## config.mk

```make
export PLATFORM = sky130hd
export DESIGN_NAME = syn_lb_master
export DESIGN_NICKNAME = d
export VERILOG_FILES = /design/src/rtl/syn_lb_master.sv
export SDC_FILE = /design/constraint.sdc
export NUM_CORES = 1
export LEC_CHECK = 0
export ABC_CLOCK_PERIOD_IN_PS = 2900
export CORE_MARGIN = 3
export CORE_UTILIZATION = 48
export DETAILED_ROUTE_END_ITERATION = 16
export PLACE_DENSITY = 0.86
export SKIP_CTS_REPAIR_TIMING = 1
export SLEW_MARGIN = 20
export SYNTH_ARGS = -nofsm -noshare
export SYNTH_HDL_FRONTEND = slang
export SYNTH_SLANG_ARGS = --single-unit
```

## constraint.sdc

```tcl
create_clock -name clk -period 2.9 [get_ports clk]
set_input_delay 0.435 -clock clk [delete_from_list [all_inputs] [get_ports clk]]
set_output_delay 0.435 -clock clk [all_outputs]
set_load 0.01 [all_outputs]
```

## src/rtl/syn_lb_master.sv

```systemverilog
`timescale 1ns/1ps
// Local-bus master: one command in flight, single-cycle strobes, one response per command.
// Write rsp 2 cycles after accept, read rsp at slave latency + 2; rsp held until rsp_ready, cmd_ready only in IDLE.
module syn_lb_master #(
  parameter int P_LB_DWIDTH = 32,
  parameter int P_LB_AWIDTH = 16,
  parameter int P_TIMEOUT   = 64
) (
  input  logic                   clk,
  input  logic                   rst_l,
  input  logic                   cmd_valid,
  output logic                   cmd_ready,
  input  logic                   cmd_wr,
  input  logic [P_LB_AWIDTH-1:0] cmd_addr,
  input  logic [P_LB_DWIDTH-1:0] cmd_wdata,
  output logic                   rsp_valid,
  input  logic                   rsp_ready,
  output logic                   rsp_wr,
  output logic [P_LB_DWIDTH-1:0] rsp_data,
  output logic                   rsp_err,
  output logic [P_LB_AWIDTH-1:0] lb_addr,
  output logic                   lb_rd_en,
  output logic                   lb_wr_en,
  output logic [P_LB_DWIDTH-1:0] lb_wr_data,
  input  logic [P_LB_DWIDTH-1:0] lb_rd_data,
  input  logic                   lb_rd_valid,
  output logic [7:0]             stray_cnt
);

  typedef enum logic [2:0] {
    S_IDLE,
    S_WR,
    S_RD_REQ,
    S_RD_WAIT,
    S_RSP
  } state_t;

  localparam logic [15:0] LP_TMAX = 16'(P_TIMEOUT - 1);

  state_t                 state_q, state_d;
  logic [P_LB_AWIDTH-1:0] addr_q, addr_d;
  logic [P_LB_DWIDTH-1:0] wdata_q, wdata_d;
  logic                   wr_q, wr_d;
  logic [15:0]            cnt_q, cnt_d;
  logic [P_LB_DWIDTH-1:0] rdata_q, rdata_d;
  logic                   err_q, err_d;
  logic [7:0]             stray_q, stray_d;

  always_ff @(posedge clk) begin
    if (!rst_l) begin
      state_q <= S_IDLE;
      addr_q  <= '0;
      wdata_q <= '0;
      wr_q    <= 1'b0;
      cnt_q   <= '0;
      rdata_q <= '0;
      err_q   <= 1'b0;
      stray_q <= '0;
    end else begin
      state_q <= state_d;
      addr_q  <= addr_d;
      wdata_q <= wdata_d;
      wr_q    <= wr_d;
      cnt_q   <= cnt_d;
      rdata_q <= rdata_d;
      err_q   <= err_d;
      stray_q <= stray_d;
    end
  end

  always_comb begin
    state_d   = state_q;
    addr_d    = addr_q;
    wdata_d   = wdata_q;
    wr_d      = wr_q;
    cnt_d     = cnt_q;
    rdata_d   = rdata_q;
    err_d     = err_q;
    stray_d   = stray_q;
    cmd_ready = 1'b0;
    lb_rd_en  = 1'b0;
    lb_wr_en  = 1'b0;
    rsp_valid = 1'b0;

    case (state_q)
      S_IDLE: begin
        cmd_ready = 1'b1;
        if (cmd_valid) begin
          addr_d  = cmd_addr;
          wdata_d = cmd_wdata;
          wr_d    = cmd_wr;
          state_d = cmd_wr ? S_WR : S_RD_REQ;
        end
      end
      S_WR: begin
        lb_wr_en = 1'b1;
        rdata_d  = '0;
        err_d    = 1'b0;
        state_d  = S_RSP;
      end
      S_RD_REQ: begin
        lb_rd_en = 1'b1;
        cnt_d    = '0;
        state_d  = S_RD_WAIT;
      end
      S_RD_WAIT: begin
        cnt_d = cnt_q + 16'd1;
        // Data arriving on the last allowed cycle still counts as a good read.
        if (lb_rd_valid) begin
          rdata_d = lb_rd_data;
          err_d   = 1'b0;
          state_d = S_RSP;
        end else if (cnt_q == LP_TMAX) begin
          rdata_d = '0;
          err_d   = 1'b1;
          state_d = S_RSP;
        end
      end
      S_RSP: begin
        rsp_valid = 1'b1;
        if (rsp_ready) begin
          state_d = S_IDLE;
        end
      end
      default: state_d = S_IDLE;
    endcase

    if (lb_rd_valid && (state_q != S_RD_WAIT) && (stray_q != 8'hFF)) begin
      stray_d = stray_q + 8'd1;
    end
  end

  assign rsp_wr     = wr_q;
  assign rsp_data   = rdata_q;
  assign rsp_err    = err_q;
  assign lb_addr    = addr_q;
  assign lb_wr_data = wdata_q;
  assign stray_cnt  = stray_q;

endmodule

```

==> impl_results.md <==
- Setup TNS Final: 0 ns
- Placed insts: around 830
- RSZ-0062 raised after global routing: false
- Fmax: ~0.38 GHz
- Synth Area per Inst: 8.566 um^2
- Initial Util: 50.71%
- Post-DR vias/cell: 5.488
- IO Pins: 180
- Netlist cell types: 48
- Leakage: ~2.4 nW
- WL/cell: about 15 um
- Final core utilization: 71.52%
- Initial antenna violation count: 0
- HPWL after DPL: 9508 um
- Gr usage total: 23.29%
- Router iterations before antenna repair: 8
- Largest net degree at the start of global routing: 65
- Core ar.: 9459 um^2
- Rows: 35
- CTS tree: yes
- GPL Wtd Cong: 0.8107
- Clock transition at path regs: roughly 0.1 ns
- Hold WS: 0.4592 ns
- Number of synthesized flops with an enable pin: 0
- First-pass GRT wire length: between 20000 and 25000 um
- ANT nets after route: 0
- NumNets Final: ~800
- Prevailing post-synth register cell: dfxtp_1
- Status: finished clean
- Die Wd: ~110 um
- Simple-Gate Fraction of Synth Area: about 20%
- Grt total ovfl: 0
- Layout Cells excl Fill: 845
- CTS H-tree depth: 3
- Area delta synth->final: 41.03%
- Pwr dens: 504.1 nW/um^2
- Worst skew pair latency: roughly 0.37 ns
- Antenna diode count: 0
- CTS max path bufs: 2
- Fillcell total: 738
- Total wire length: 13100 um
- Mux share of post-synthesis cell area: 1.069%
- Detailed-route via count: 4637
- Max-slew violations: 0
- Most numerous cell in the Yosys netlist: a21oi_1
- Crit path arrival time: 2.16 ns
- CTS root buf: clkbuf_8
- PortBufs: approximately 180
- Asr flop ratio synth: 0%
- Detailed router's first-iteration violation count: 207
- Worst setup SP type: register
- Vias in the first global route: 4492
- Slowest-stage cell, CP: dfxtp_1
- CP Data Required Time: 2.47 ns
- Synth Instances: 560
- Fraction of layout cells with a size suffix above 1: around 10%
- Synth area leaders: dfxtp_1 (45%), a21oi_1 (13%), nand2_1 (8.8%)
- Final period util: ~90%
- Xor/xnor cell area share of the yosys netlist: 0.1826%
- Largest family of logic cells by synthesized area: compound AO/OA/AOI/OAI gates
- Synth Warn #: 0
- Syn_nets: 648
- TritonCTS Buffers: 9
- Largest area contributor in the netlist: dfxtp_1
- Hold/Removal Path Class: register to register
- Register area share after synthesis: 45.49%
- Headroom to the max-slew limit: 55.96%
- Sinks on the clock net: approximately 110
- Max VDD drop: 0.4090 mV
- Footprint of the multi-input gates: about 2300 um^2
- Adder-cell share of the synthesized area: 0.5216%
- Register cell area after layout: 2182 um^2
- CP Cell Sequence: or3b_2, inv_2, clkdlybuf4s50_1
- Post-synth top cells: a21oi_1 (129), nand2_1 (112), dfxtp_1 (109)
- Setup violators final: 0
- Netlist Area Pre-Place: 4797 um^2
- Worst slew pin tran: between 0.6 and 0.7 ns
- Crit path max fanout: 9
- Max Cap Viol: 0
- Die area: around 11000 um^2
- Layout Skew: 0.01599 ns
- DRC errors left: 0
- CP peak stage delay: 0.58 ns
- Post-synthesis compound-gate area fraction: 25.82%
- Die H: 106.0 um
- Tmin final: 2.599 ns
- Hold violation total from the final report: 0
- Synth top area share: 45.49%
- Setup CP Type: register to output port
- Crit end category: output port
- #FFs+latches synth: ~110
## metal layers
metal  up-vias  global-route usage (%)  part of all wire [%]
met4         0                   7.586                   2.3
met3        23                   9.532                   9.8
li1       2282                       -                     -
met1      2148                   25.56                    39
met5         -                       0                     0
met2       184                   40.89                    49
## final cells by class
type | instances | area share, %
multi-input combinational | 394 | 34.14
timing repair buffer | 188 | 27.67
clock inverter | 7 | 1.202
clock buffer | 9 | 1.831
tap | 129 | 2.386
inverter | 9 | 0.5178
sequential | 109 | 32.25
## worst max-delay path: cells and delay by family (launching register included)
family / cells / cell delay [ns]
buf+inv: 2 / 0.68
flops: 1 / 0.58
simple gates: 1 / 0.55
## report_power, final
part           internal (mW)  leakage, nW  switching (mW)  total (mW)
Combinational          0.382         1.38           0.426       0.808
Clock                  0.414        0.106           0.542       0.956
Sequential              1.59        0.886          0.0603        1.65
Total                   2.38         2.37            1.03        3.41
## logic make-up (layout without fill, tap and decap cells)
kind of cell	Yosys count	count (layout)
AO/OA/AOI/OAI	186	186
buffers and inverters	57	213
flip-flops	109	109
adder cells (fa/ha/maj)	2	2
AND/OR/NAND/NOR	200	200
multiplexers	5	5
XOR/XNOR	1	1
## placed cells by master, fill, tap and decap left out, types with 4 or more instances in the layout
master and instances:
clkdlybuf4s50_1 179, a21oi_1 129, nand2_1 111, dfxtp_1 109, a211oi_2 32, nand3_1 20
nor2_1 14, nand4_1 12, clkbuf_8 9, o21ai_0 8, buf_4 8, inv_1 7
and2_1 5, or3_1 5, mux2i_1 4, nand4b_1 4, nor3_1 4, o31ai_1 4
## per-stage QoR
| step | power [mW] | area [um^2] | setup WS (ns) |
|---|---|---|---|
| after floorplan | 2.115 | 4797 | 1.372 |
| after global placement | 2.467 | 6560 | 0.6482 |
| after detailed placement | 2.490 | 6560 | 0.6112 |
| after CTS | 3.444 | 6765 | 0.2880 |
| after global routing | 3.583 | 6765 | 0.2389 |
| final | 3.410 | 6765 | 0.3010 |
## flip-flops by register name, summed over array words and instances (netlist names)
register	flops
cnt_q	16
lb_addr	16
lb_wr_data	32
rsp_data	32
rsp_err	1
rsp_wr	1
state_q	3
stray_cnt	8
## path summary, 6_finish.rpt
kind | startpoint | endpoint | slack (ns) | depth (start not counted)
worst max-delay path | state_q[1]$_SDFFE_PN0P_ | lb_rd_en | 0.30 | 3
worst min-delay path | lb_addr[8]$_SDFFE_PN0P_ | lb_addr[8]$_SDFFE_PN0P_ | 0.46 | 2
worst max register to register | cnt_q[10]$_SDFFE_PN0P_ | rsp_data[1]$_SDFFE_PN0P_ | 0.63 | 5
worst min register to register | lb_addr[8]$_SDFFE_PN0P_ | lb_addr[8]$_SDFFE_PN0P_ | 0.46 | 2
Note: power is estimated with default switching activity, not from simulation.
